$ cat src/rtl/riscv_pkg.sv
// Shared RV32I fetch definitions: word width, bubble/illegal encodings,
// fetch FSM states and the IF/ID register layout.
package riscv_pkg;
  localparam int XLEN = 32;
  localparam logic [XLEN-1:0] NOP_INSTR    = 32'h0000_0013;  // addi x0,x0,0
  localparam logic [XLEN-1:0] ILLEGAL_ZERO = 32'h0000_0000;

  typedef enum logic [1:0] {
    BOOT = 2'd0,
    RUN  = 2'd1,
    HALT = 2'd2
  } fetch_state_t;

  typedef struct packed {
    logic            valid;
    logic [XLEN-1:0] pc;
    logic [XLEN-1:0] instr;
  } ifid_t;
endpackage

$ cat src/rtl/instruction_fetch_stage_if.sv
// Fetch-stage bus: pipeline control in, memory address/data, IF/ID view out.
// master = fetch stage, slave = surrounding pipeline / memory / bench.
interface instruction_fetch_stage_if;
  import riscv_pkg::*;

  logic            stall_i;
  logic            redirect_valid_i;
  logic [XLEN-1:0] redirect_target_i;
  logic [XLEN-1:0] imem_addr_o;
  logic [XLEN-1:0] imem_instr_i;
  logic            ifid_valid_o;
  logic [XLEN-1:0] ifid_pc_o;
  logic [XLEN-1:0] ifid_instr_o;
  logic            halted_o;
  logic [XLEN-1:0] fetch_count_o;

  modport master (
    input  stall_i, redirect_valid_i, redirect_target_i, imem_instr_i,
    output imem_addr_o, ifid_valid_o, ifid_pc_o, ifid_instr_o, halted_o, fetch_count_o
  );

  modport slave (
    output stall_i, redirect_valid_i, redirect_target_i, imem_instr_i,
    input  imem_addr_o, ifid_valid_o, ifid_pc_o, ifid_instr_o, halted_o, fetch_count_o
  );
endinterface

$ cat src/rtl/instruction_fetch_stage_pc_reg.sv
// Program counter with next-PC select: redirect target (word aligned),
// sequential +4 (wraps mod 2^32), or hold.
module instruction_fetch_stage_pc_reg import riscv_pkg::*; #(
  parameter logic [XLEN-1:0] RESET_PC = 32'h0000_0000
) (
  input  logic            clk,
  input  logic            rst_n,
  input  logic            load,
  input  logic [XLEN-1:0] target,
  input  logic            incr,
  output logic [XLEN-1:0] pc
);
  logic [XLEN-1:0] pc_d;

  // Redirect beats increment; low two bits are always cleared.
  always_comb begin
    pc_d = pc;
    if (load)      pc_d = {target[XLEN-1:2], 2'b00};
    else if (incr) pc_d = pc + 32'd4;
  end

  // PC register.
  always_ff @(posedge clk or negedge rst_n) begin
    if (!rst_n) pc <= {RESET_PC[XLEN-1:2], 2'b00};
    else        pc <= pc_d;
  end
endmodule

$ cat src/rtl/instruction_fetch_stage.sv
// RV32I fetch stage: PC drives the instruction memory address directly,
// the returned word is captured into IF/ID one cycle later. Handles
// stall, redirect, and halts on the all-zero (illegal) word.
module instruction_fetch_stage import riscv_pkg::*; #(
  parameter logic [XLEN-1:0] RESET_PC  = 32'h0000_0000,
  parameter logic [XLEN-1:0] NOP_INSTR = riscv_pkg::NOP_INSTR,
  parameter int              BOOT_CYC  = 1
) (
  input  logic                       clk,
  input  logic                       rst_n,
  instruction_fetch_stage_if.master  fif
);
  localparam int BW = (BOOT_CYC > 1) ? $clog2(BOOT_CYC) : 1;
  localparam ifid_t BUBBLE = '{valid: 1'b0, pc: '0, instr: NOP_INSTR};

  fetch_state_t    state_q, state_d;
  ifid_t           ifid_q, ifid_d;
  logic [BW-1:0]   boot_cnt;
  logic            boot_done;
  logic [XLEN-1:0] pc;
  logic            pc_load, pc_incr, cnt_inc;
  logic [XLEN-1:0] fetch_count;

  assign boot_done = (boot_cnt == BW'(BOOT_CYC - 1));

  instruction_fetch_stage_pc_reg #(.RESET_PC(RESET_PC)) u_pc (
    .clk    (clk),
    .rst_n  (rst_n),
    .load   (pc_load),
    .target (fif.redirect_target_i),
    .incr   (pc_incr),
    .pc     (pc)
  );

  // FSM state register.
  always_ff @(posedge clk or negedge rst_n) begin
    if (!rst_n) state_q <= BOOT;
    else        state_q <= state_d;
  end

  // Next state, PC control and IF/ID next value; rules in priority order.
  always_comb begin
    state_d = state_q;
    ifid_d  = ifid_q;
    pc_load = 1'b0;
    pc_incr = 1'b0;
    cnt_inc = 1'b0;
    case (state_q)
      BOOT: begin
        // Memory is still loading; a redirect here is remembered in pc.
        pc_load = fif.redirect_valid_i;
        ifid_d  = BUBBLE;
        if (boot_done) state_d = RUN;
      end
      RUN: begin
        if (fif.redirect_valid_i) begin
          pc_load = 1'b1;
          ifid_d  = BUBBLE;
        end else if (fif.stall_i) begin
          ifid_d  = ifid_q;
        end else if (fif.imem_instr_i == ILLEGAL_ZERO) begin
          ifid_d  = BUBBLE;
          state_d = HALT;
        end else begin
          ifid_d  = '{valid: 1'b1, pc: pc, instr: fif.imem_instr_i};
          pc_incr = 1'b1;
          cnt_inc = 1'b1;
        end
      end
      HALT: ifid_d = BUBBLE;  // terminal until reset; redirects ignored
      default: begin
        state_d = BOOT;
        ifid_d  = BUBBLE;
      end
    endcase
  end

  // Boot cycle counter; only meaningful while in BOOT.
  always_ff @(posedge clk or negedge rst_n) begin
    if (!rst_n)                              boot_cnt <= '0;
    else if (state_q == BOOT && !boot_done) boot_cnt <= boot_cnt + 1'b1;
  end

  // IF/ID pipeline register.
  always_ff @(posedge clk or negedge rst_n) begin
    if (!rst_n) ifid_q <= BUBBLE;
    else        ifid_q <= ifid_d;
  end

  // Count of valid instructions handed to decode; wraps naturally.
  always_ff @(posedge clk or negedge rst_n) begin
    if (!rst_n)       fetch_count <= '0;
    else if (cnt_inc) fetch_count <= fetch_count + 32'd1;
  end

  assign fif.imem_addr_o   = pc;
  assign fif.ifid_valid_o  = ifid_q.valid;
  assign fif.ifid_pc_o     = ifid_q.pc;
  assign fif.ifid_instr_o  = ifid_q.valid ? ifid_q.instr : NOP_INSTR;
  assign fif.halted_o      = (state_q == HALT);
  assign fif.fetch_count_o = fetch_count;
endmodule

$ cat src/flat_wrapper.sv
// flat-port wrapper written by rule: the top's interface ports become plain ports
module instruction_fetch_stage_flat import riscv_pkg::*;
#(
  parameter logic [XLEN-1:0] RESET_PC  = 32'h0000_0000,
  parameter logic [XLEN-1:0] NOP_INSTR = riscv_pkg::NOP_INSTR,
  parameter int              BOOT_CYC  = 1
)
  (clk, rst_n, fif_stall_i, fif_redirect_valid_i, fif_redirect_target_i, fif_imem_instr_i, fif_imem_addr_o, fif_ifid_valid_o, fif_ifid_pc_o, fif_ifid_instr_o, fif_halted_o, fif_fetch_count_o);
  instruction_fetch_stage_if fif_i ();
  input  logic clk;
  input  logic rst_n;
  input wire logic [$bits(fif_i.stall_i)-1:0] fif_stall_i;
  input wire logic [$bits(fif_i.redirect_valid_i)-1:0] fif_redirect_valid_i;
  input wire logic [$bits(fif_i.redirect_target_i)-1:0] fif_redirect_target_i;
  input wire logic [$bits(fif_i.imem_instr_i)-1:0] fif_imem_instr_i;
  output wire logic [$bits(fif_i.imem_addr_o)-1:0] fif_imem_addr_o;
  output wire logic [$bits(fif_i.ifid_valid_o)-1:0] fif_ifid_valid_o;
  output wire logic [$bits(fif_i.ifid_pc_o)-1:0] fif_ifid_pc_o;
  output wire logic [$bits(fif_i.ifid_instr_o)-1:0] fif_ifid_instr_o;
  output wire logic [$bits(fif_i.halted_o)-1:0] fif_halted_o;
  output wire logic [$bits(fif_i.fetch_count_o)-1:0] fif_fetch_count_o;
  assign fif_i.stall_i = fif_stall_i;
  assign fif_i.redirect_valid_i = fif_redirect_valid_i;
  assign fif_i.redirect_target_i = fif_redirect_target_i;
  assign fif_i.imem_instr_i = fif_imem_instr_i;
  assign fif_imem_addr_o = fif_i.imem_addr_o;
  assign fif_ifid_valid_o = fif_i.ifid_valid_o;
  assign fif_ifid_pc_o = fif_i.ifid_pc_o;
  assign fif_ifid_instr_o = fif_i.ifid_instr_o;
  assign fif_halted_o = fif_i.halted_o;
  assign fif_fetch_count_o = fif_i.fetch_count_o;
  instruction_fetch_stage #(.RESET_PC(RESET_PC), .NOP_INSTR(NOP_INSTR), .BOOT_CYC(BOOT_CYC)) u_core (.clk(clk), .rst_n(rst_n), .fif(fif_i));
endmodule
$ cat config.mk
export PLATFORM = sky130hd
export DESIGN_NAME = instruction_fetch_stage_flat
export DESIGN_NICKNAME = d
export VERILOG_FILES = /design/src/rtl/riscv_pkg.sv /design/src/rtl/instruction_fetch_stage_if.sv /design/src/rtl/instruction_fetch_stage_pc_reg.sv /design/src/rtl/instruction_fetch_stage.sv /design/src/flat_wrapper.sv
export SDC_FILE = /design/constraint.sdc
export NUM_CORES = 1
export LEC_CHECK = 0
export ABC_AREA = 0
export CAP_MARGIN = 10
export CORE_ASPECT_RATIO = 0.6
export CORE_MARGIN = 5
export CORE_UTILIZATION = 47
export CTS_CLUSTER_DIAMETER = 60
export CTS_CLUSTER_SIZE = 40
export DETAILED_ROUTE_END_ITERATION = 10
export GPL_TIMING_DRIVEN = 0
export HOLD_SLACK_MARGIN = 0.12
export PLACE_DENSITY = 0.77
export SLEW_MARGIN = 5
export SYNTH_ARGS = -nofsm -noshare
export SYNTH_HDL_FRONTEND = slang
export SYNTH_SLANG_ARGS = --single-unit
$ cat constraint.sdc
create_clock -name clk -period 2.6 [get_ports clk]
set_input_delay 0.39 -clock clk [delete_from_list [all_inputs] [get_ports clk]]
set_output_delay 0.39 -clock clk [all_outputs]
set_load 0.01 [all_outputs]
==> results of run 1 <==
## routing by layer
metal	wire, um	up-vias	part of all wire [%]	track usage (%)
li1	-	2543	-	-
met1	9320	2812	47	36.1
met2	8420	299	42	35.2
met3	1900	22	9.6	9.03
met4	194	0	0.98	5.70
met5	0	-	0	0
## path summary, 6_finish.rpt
path	from	end	slack, ps
max in group asynchronous	rst_n	u_core.fif.ifid_pc_o[8]$_DFFE_PN0P_	1390
setup reg to reg	u_core.state_q[1]$_DFFE_PN0P_	u_core.u_pc.pc[25]$_DFFE_PN0P_	90
hold / removal	fif_redirect_valid_i	u_core.state_q[0]$_DFFE_PN0P_	430
min in group asynchronous	rst_n	u_core.fif.ifid_pc_o[27]$_DFFE_PN0P_	440
hold reg to reg	u_core.fif.fetch_count_o[31]$_DFFE_PN0P_	u_core.fif.fetch_count_o[31]$_DFFE_PN0P_	460
setup / recovery	u_core.state_q[1]$_DFFE_PN0P_	u_core.u_pc.pc[25]$_DFFE_PN0P_	90
## cell type report
class                   instances  area (um2)  area share (%)
flip-flops and latches        129        3230            35.4
multi-input cells             384        2640            28.9
repair buffers                203        2030            22.3
clock buffers                  18         439            4.81
plain buffers                  65         379            4.15
well taps                     170         213            2.33
clock inverters                13         161            1.77
inverters                       9        33.8           0.370
## cell usage in the layout (no fill, tap or decap), types with 17 or more instances in the layout
| master | instances |
|---|---|
| clkdlybuf4s50_1 | 191 |
| dfrtp_1 | 126 |
| a22o_1 | 55 |
| buf_4 | 42 |
| nand2_1 | 41 |
| and2_1 | 31 |
| xnor2_1 | 28 |
| nor2_1 | 26 |
| clkbuf_1 | 23 |
| nand3_1 | 23 |
| o21ai_0 | 23 |
| xor2_1 | 21 |
| clkbuf_16 | 17 |
## repair_timing
item,in CTS,in global routing
endpoints found under the hold margin,33,0
gates resized for setup,7,10
hold buffers,1,0
setup endpoints to repair,91,66
setup buffers,3,5
pin swaps,2,2
## worst min-delay path, stage by stage
cell	delay, ps
dlymetal6s2s_1	190
nor2_1	120
a311oi_1	90
## where the power goes
part           switching, uW  internal [uW]  leakage (uW)
clock network            903           1530      0.000284
logic                    406            508       0.00195
registers                188           2160       0.00165
total                   1500           4190       0.00388
## stage by stage
step / utilization [%] / setup TNS (ps)
2_1_floorplan: - / 0
6_report: 70.6 / 0
3_3_place_gp: 65.0 / -560500
3_5_place_dp: 65.2 / -73760
4_1_cts: 70.2 / -11.1
5_1_grt: 70.6 / 0
## registers in the layout (all words and copies together) (netlist names)
register	count
u_core.boot_cnt	1
u_core.fif.fetch_count_o	32
u_core.fif.ifid_pc_o	31
u_core.fif.ifid_valid_o	1
u_core.ifid_q	32
u_core.state_q	2
u_core.u_pc.pc	30
## cells by family after synthesis
kind of cell               Yosys count  share of synthesized area [%]
and+or+nand+nor                    203                           18.0
DFF                                129                           51.7
AOI/OAI and AO/OA                  127                           16.2
buffers and inverters               76                           6.62
xor gates and xnor gates            49                           6.86
adders and majority gates            2                          0.400
other                                1                         0.0600
muxes                                1                          0.180
==> results.cfg, run 1 <==
[run_status]
status = finished clean

[final_layout]
fin_nets = 879
n_antenna_cell = 0
final_area_mm2 = 0.00913
final_cells = 991
final_layout_size_suffix_gt1_share_pct = 11.6
syn_to_final_growth_pct = 46.0
fill_cells = 951

[timing]
min_period_ps = 2510
fmaxAchievable_ghz = 0.399
finalCritPeriodShare_pct = 96.4
setup_violations = 0
relSlewSlack_pct = 47.6
fin_skew_ps = 9.89
setup_slack_ps = 93.1
drv_slew = 0
rsz0062_at_grt = false
tightest_slew_ps = 766
hold_violations = 0
whs_ps = 435

[synthesis]
synth-seq-cells = 129
synth_ff_type = dfrtp_1
async_reset_ff_share_pct = 100
synth.area.top_cells = dfrtp_1 (50%), a22o_1 (7.7%), buf_4 (4.1%)
synth_top_area_cell = dfrtp_1
syn_area_mm2 = 0.00625
yosysMostFrequentCell = dfrtp_1
yosys_warnings = 0
avgSynthCellArea_um2 = 10.6
synthDistinctLibCells = 50
synth_top_area_share_pct = 50.4
synthCells = 588
ys_seq_area_share_pct = 51.7
synth_edf_count = 0
synth_common_cells = dfrtp_1 (126), a22o_1 (55), nand2_1 (41), buf_4 (34), and2_1 (31)

[critical_path]
critical_path_buf_inv_count = 1
cp_max_fo = 9
crit_family = simple AND/OR/NAND/NOR gates
required_ps = 2870
reg2reg_depth = 6
crit_type = flop to flop
critPathLaunchType = flop
critical_path.max_stage_delay_ps = 630
path_depth = 6
cp_slowest_cell = or4_4
end_kind = flop
cp.arrival_ps = 2780
path_cells = or4b_1 -> buf_2 -> or4_4 -> a2111oi_4 -> xnor2_1 -> o21ai_1

[routing]
ant_nets = 0
drt_iter0_markers = 513
via_per_inst = 5.73
drc = 0
wl_per_cell_um = 20.0
drtPass1Iterations = 5
vias = 5676
routed_wl_um = 19800

[floorplanning]
die_w_um = 159
rows = 32
die_h_um = 99.4
dieArea_mm2 = 0.0158
ios = 198
core-area_mm2 = 0.0129
initial_core_util_pct = 48.4

[cts]
cts.htree.levels = 4
cts-root-buf = clkbuf_16
clkSinkCount = 129
cts_made_buffers = 17
cts_tree = done
clk_pin_slew_ps = 60
clockBufferDepth = 2
clk_latency_ps = 410

[global_route]
grt_pass1_wl_um = 31100
grt_pass1_vias = 5648
grt_use_total_pct = 24.7
grt_max_degree = 97
antenna_found_initial = 0
grt_overflow = 0

[job]
cap_violations = 0

[placed_design]
placed_cells = 953
dp_slack_ps = -977
hpwl_um = 14500
gp_congestion = 0.918
io_buffers = 193
place_area_mm2 = 0.00843

[pwr]
leakage_uw = 0.00388
finalPower_uw = 5690
powerDensity_mw_per_mm2 = 623
vdd.ir_drop.worst_mv = 0.371

[hold_path]
min-delay-path-class = input pin to flop
whs_path_depth = 3
No activity file was read; power rests on OpenSTA's default activity.
==> run 2, diff against run 1 <==
--- a/config.mk
+++ b/config.mk
@@ -16,6 +16,7 @@
 export GPL_TIMING_DRIVEN = 0
 export HOLD_SLACK_MARGIN = 0.12
 export PLACE_DENSITY = 0.77
+export SKIP_CTS_REPAIR_TIMING = 1
 export SLEW_MARGIN = 5
 export SYNTH_ARGS = -nofsm -noshare
 export SYNTH_HDL_FRONTEND = slang
==> constraint.sdc (replaced) <==
create_clock -name clk -period 2.69 [get_ports clk]
set_input_delay 0.4035 -clock clk [delete_from_list [all_inputs] [get_ports clk]]
set_output_delay 0.4035 -clock clk [all_outputs]
set_load 0.01 [all_outputs]
==> run 2 against run 1 <==
Flip-flop and latch count unchanged. Sequential power fell by 3%. Total power decreased by 3.5%. Final area down 0.45%. Setup slack worse by 40 ps. Sequential share of layout area rose by 0.16 points. Cell count down 0.50%. Routed wire length fell by 0.44%. Combinational power down 3.8%. Clock power shrank 4%. Critical endpoint is now u_core.u_pc.pc[18]$_DFFE_PN0P_. Largest cell class unchanged. Largest power group unchanged. Highest routed layer unchanged.
==> results.cfg, run 2 (synthesis gave the netlist of run 1 again) <==
[run_status]
status = finished clean

[pwr]
combinationalPowerShare_pct = 16.0
switchingPower_uw = 1440
powerDensity_mw_per_mm2 = 604
finalPower_uw = 5490
p_seq_share_pct = 41.3
p_sw_share_pct = 26.3
leakage_uw = 0.00384
intPower_uw = 4050
vdd.ir_drop.worst_mv = 0.361
clkPwrFrac_pct = 42.7

[job]
cap_violations = 0

[placed_design]
placed_cells = 953
place_area_mm2 = 0.00843
io_buffers = 193
gp_congestion = 0.918
hpwl_um = 14500

[timing]
tightest_slew_ps = 792
drv_slew = 0
relSlewSlack_pct = 45.8
fin_skew_ps = 10.9
min_period_ps = 2640
setup_violations = 0
fmaxAchievable_ghz = 0.379
finalCritPeriodShare_pct = 98.0
hold_violations = 0
rsz0062_at_grt = true
finalSetupTns_ps = 0

[cts]
clkSinkCount = 129
cts_tree = done
cts-root-buf = clkbuf_16
clk_pin_slew_ps = 60
clockBufferDepth = 2
cts.htree.levels = 4
clk_latency_ps = 420
cts_made_buffers = 17

[floorplanning]
rows = 32
dieArea_mm2 = 0.0158
die_w_um = 159
initial_core_util_pct = 48.4
ios = 198
core-area_mm2 = 0.0129
die_h_um = 99.4

[routing]
vias = 5658
drt_iter0_markers = 520
wl_per_cell_um = 20.0
via_per_inst = 5.74
drc = 0
ant_nets = 0
routed_wl_um = 19700
drtPass1Iterations = 5

[global_route]
grt_overflow = 0
antenna_found_initial = 0
grt_util_met1_pct = 36.2
met2_usage_pct = 34.8
grt_most_used_layer = met1
grt_pass1_wl_um = 31000
grt_use_total_pct = 24.6
grt_max_degree = 97
grt_pass1_vias = 5617
use_met3_pct = 8.82

[critical_path]
crit_type = input pin to flop
cp.arrival_ps = 2970
end_kind = flop
required_ps = 3020
cp_max_fo = 10
critPathLaunchType = input pin

[final_layout]
post-route-util_pct = 70.3
fin_nets = 874
final_area_mm2 = 0.00909
final_layout_size_suffix_gt1_share_pct = 11.0
n_antenna_cell = 0
final_cells = 986
syn_to_final_growth_pct = 45.4
final_common_cell = clkdlybuf4s50_1
layout_common_cells = clkdlybuf4s50_1 (192), dfrtp_1 (126), a22o_1 (55)

[hold_path]
min-delay-path-class = input pin to asynchronous set/reset pin
==> run 2: worst paths after layout <==
path / startpoint / end / slack [ps] / depth (start not counted)
max in group asynchronous: rst_n / u_core.ifid_q[26]$_DFFE_PN0P_ / 1460 / 3
hold reg to reg: u_core.fif.fetch_count_o[31]$_DFFE_PN0P_ / u_core.fif.fetch_count_o[31]$_DFFE_PN0P_ / 460 / 1
min in group clk: u_core.fif.fetch_count_o[31]$_DFFE_PN0P_ / u_core.fif.fetch_count_o[31]$_DFFE_PN0P_ / 460 / 1
setup / recovery: fif_redirect_valid_i / u_core.u_pc.pc[18]$_DFFE_PN0P_ / 50 / 6
setup reg to reg: u_core.state_q[1]$_DFFE_PN0P_ / u_core.u_pc.pc[18]$_DFFE_PN0P_ / 110 / 5
hold / removal: rst_n / u_core.fif.ifid_pc_o[27]$_DFFE_PN0P_ / 450 / 2
==> run 2: critical path, stage by stage <==
cell and delay [ps]:
clkdlybuf4s50_1 510, nor4b_1 420, clkbuf_1 550, o211ai_1 460, or3_1 450, a31oi_1 170
==> run 2: area by class of cell <==
cell class                      instances  area (um2)
Inverter                                9        33.8
Tap cell                              170         213
Multi-Input combinational cell        384        2640
Buffer                                 65         379
Fill cell                             960        3840
Sequential cell                       129        3230
Clock inverter                         13         161
Clock buffer                           18         439
Timing Repair Buffer                  198        1990
==> run 2: metrics by stage <==
stage	hold WS, ps	setup slack [ps]
after floorplan	108	392
after global placement	456	-3780
after detailed placement	314	-901
after CTS	-124	-488
after global routing	469	-45.3
final	450	53.1
==> run 2: power groups by stage <==
stage               clock, uW  combinational [uW]  sequential [uW]
detailed placement          0                 874             2290
CTS                      2370                 880             2260
global placement            0                 857             2290
finish                   2340                 880             2270
global route             2460                 948             2290
floorplan                   0                 336             2280
==> run 2: layer usage <==
| layer | up-vias | wire, um |
|---|---|---|
| met5 | - | 0 |
| li1 | 2548 | - |
| met2 | 298 | 8320 |
| met4 | 0 | 212 |
| met1 | 2789 | 9150 |
| met3 | 23 | 2060 |
==> run 3, diff against run 2 <==
--- a/config.mk
+++ b/config.mk
@@ -8,7 +8,7 @@
 export ABC_AREA = 0
 export CAP_MARGIN = 10
 export CORE_ASPECT_RATIO = 0.6
-export CORE_MARGIN = 5
+export CORE_MARGIN = 3
 export CORE_UTILIZATION = 47
 export CTS_CLUSTER_DIAMETER = 60
 export CTS_CLUSTER_SIZE = 40
==> run 3 against run 2 <==
Register-to-register slack improved by 70 ps. Routed wire length fell by 0.88%. Total power is 3.3% higher.
==> results.cfg, run 3 (synthesis gave the netlist of run 1 again) <==
[job]
cap_violations = 0

[critical_path]
critPathLaunchType = input pin
cp_max_fo = 10
end_kind = flop
crit_type = input pin to flop
cp.arrival_ps = 2940
required_ps = 3020

[global_route]
grt_max_degree = 75
grt_use_total_pct = 26.3
grt_pass1_vias = 5548
grt_pass1_wl_um = 30100
antenna_found_initial = 0
grt_overflow = 0

[floorplanning]
initial_core_util_pct = 49.9
core-area_mm2 = 0.0125
dieArea_mm2 = 0.0148
ios = 198
die_w_um = 155
die_h_um = 95.4
rows = 31

[final_layout]
final_layout_size_suffix_gt1_share_pct = 10.8
fin_nets = 874
final_common_cell = clkdlybuf4s50_1
syn_to_final_growth_pct = 45.8
post-route-util_pct = 72.8
fill_cells = 884
layout_common_cells = clkdlybuf4s50_1 (192), dfrtp_1 (126), a22o_1 (55)
n_antenna_cell = 0
final_area_mm2 = 0.00912

[cts]
clockBufferDepth = 2
cts_tree = done
clkSinkCount = 129
clk_pin_slew_ps = 60
clk_latency_ps = 410
cts.htree.levels = 4
cts_made_buffers = 17
cts-root-buf = clkbuf_16

[pwr]
switchingPower_uw = 1460
clkPwrFrac_pct = 44.4
p_sw_share_pct = 25.7
leakage_uw = 0.00386
intPower_uw = 4220
p_seq_share_pct = 40.0
finalPower_uw = 5670
combinationalPowerShare_pct = 15.6
powerDensity_mw_per_mm2 = 622
vdd.ir_drop.worst_mv = 0.586

[routing]
via_per_inst = 5.80
dr_wl_met3_um = 2010
wl_met2_um = 8690
wl_per_cell_um = 19.9
vias = 5693
m1WireLength_um = 8710
top_layer = met4
routed_wl_um = 19600
ant_nets = 0
drc = 0
drtPass1Iterations = 5
drt_iter0_markers = 471

[timing]
tightest_slew_ps = 730
relSlewSlack_pct = 51.1
rsz0062_at_grt = false
fmaxAchievable_ghz = 0.382
hold_violations = 0
setup_violations = 0
drv_slew = 0
finalCritPeriodShare_pct = 97.3
finalSetupTns_ps = 0
fin_skew_ps = 7.57
whs_ps = 471
min_period_ps = 2620

[placed_design]
gp_congestion = 0.938
hpwl_um = 14200
place_area_mm2 = 0.00842
io_buffers = 193

[run_status]
status = finished clean

[hold_path]
min-delay-path-class = flop to flop
run 3: worst paths after layout:
path / start / end / slack (ps) / depth (start not counted)
setup reg to reg: u_core.state_q[1]$_DFFE_PN0P_ / u_core.u_pc.pc[28]$_DFFE_PN0P_ / 180 / 6
setup / recovery: fif_imem_instr_i[13] / u_core.u_pc.pc[2]$_DFFE_PN0P_ / 70 / 8
max in group asynchronous: rst_n / u_core.ifid_q[4]$_DFFE_PN1P_ / 1390 / 3
hold reg to reg: u_core.fif.fetch_count_o[31]$_DFFE_PN0P_ / u_core.fif.fetch_count_o[31]$_DFFE_PN0P_ / 470 / 1
min in group asynchronous: rst_n / u_core.fif.ifid_pc_o[26]$_DFFE_PN0P_ / 530 / 2
hold / removal: u_core.fif.fetch_count_o[31]$_DFFE_PN0P_ / u_core.fif.fetch_count_o[31]$_DFFE_PN0P_ / 470 / 1
run 3: power groups by stage:
stage | logic (uW) | registers (uW) | clock network (uW)
6_report | 884 | 2270 | 2520
5_1_grt | 948 | 2290 | 2640
4_1_cts | 884 | 2260 | 2540
3_5_place_dp | 871 | 2290 | 0
3_3_place_gp | 846 | 2290 | 0
2_1_floorplan | 336 | 2280 | 0
run 3: layout make-up:
| class | count | area, um2 | area share (%) |
|---|---|---|---|
| Tap cell | 165 | 206 | 2.26 |
| Inverter | 9 | 33.8 | 0.371 |
| Clock buffer | 18 | 429 | 4.71 |
| Sequential cell | 129 | 3230 | 35.4 |
| Clock inverter | 13 | 211 | 2.32 |
| Multi-Input combinational cell | 384 | 2630 | 28.9 |
| Buffer | 65 | 379 | 4.16 |
| Timing Repair Buffer | 198 | 1990 | 21.9 |
run 3: worst max-delay path: stages:
cell	delay (ps)
clkdlybuf4s50_1	450
nor4_1	440
nand4_1	380
clkbuf_2	340
o21ai_4	360
clkbuf_2	340
nand3_1	120
o211ai_1	100
run 3: layer usage:
layer	GRT usage [%]	vias up
met5	0	-
met4	6.47	0
met3	5.99	21
met2	40.4	310
met1	38.2	2815
li1	-	2547
run 3: metrics by stage:
stage,setup WS (ps),instances
4_1_cts,-483,979
2_1_floorplan,392,589
3_3_place_gp,-3770,947
3_5_place_dp,-877,948
5_1_grt,39.6,981
6_report,72.3,981
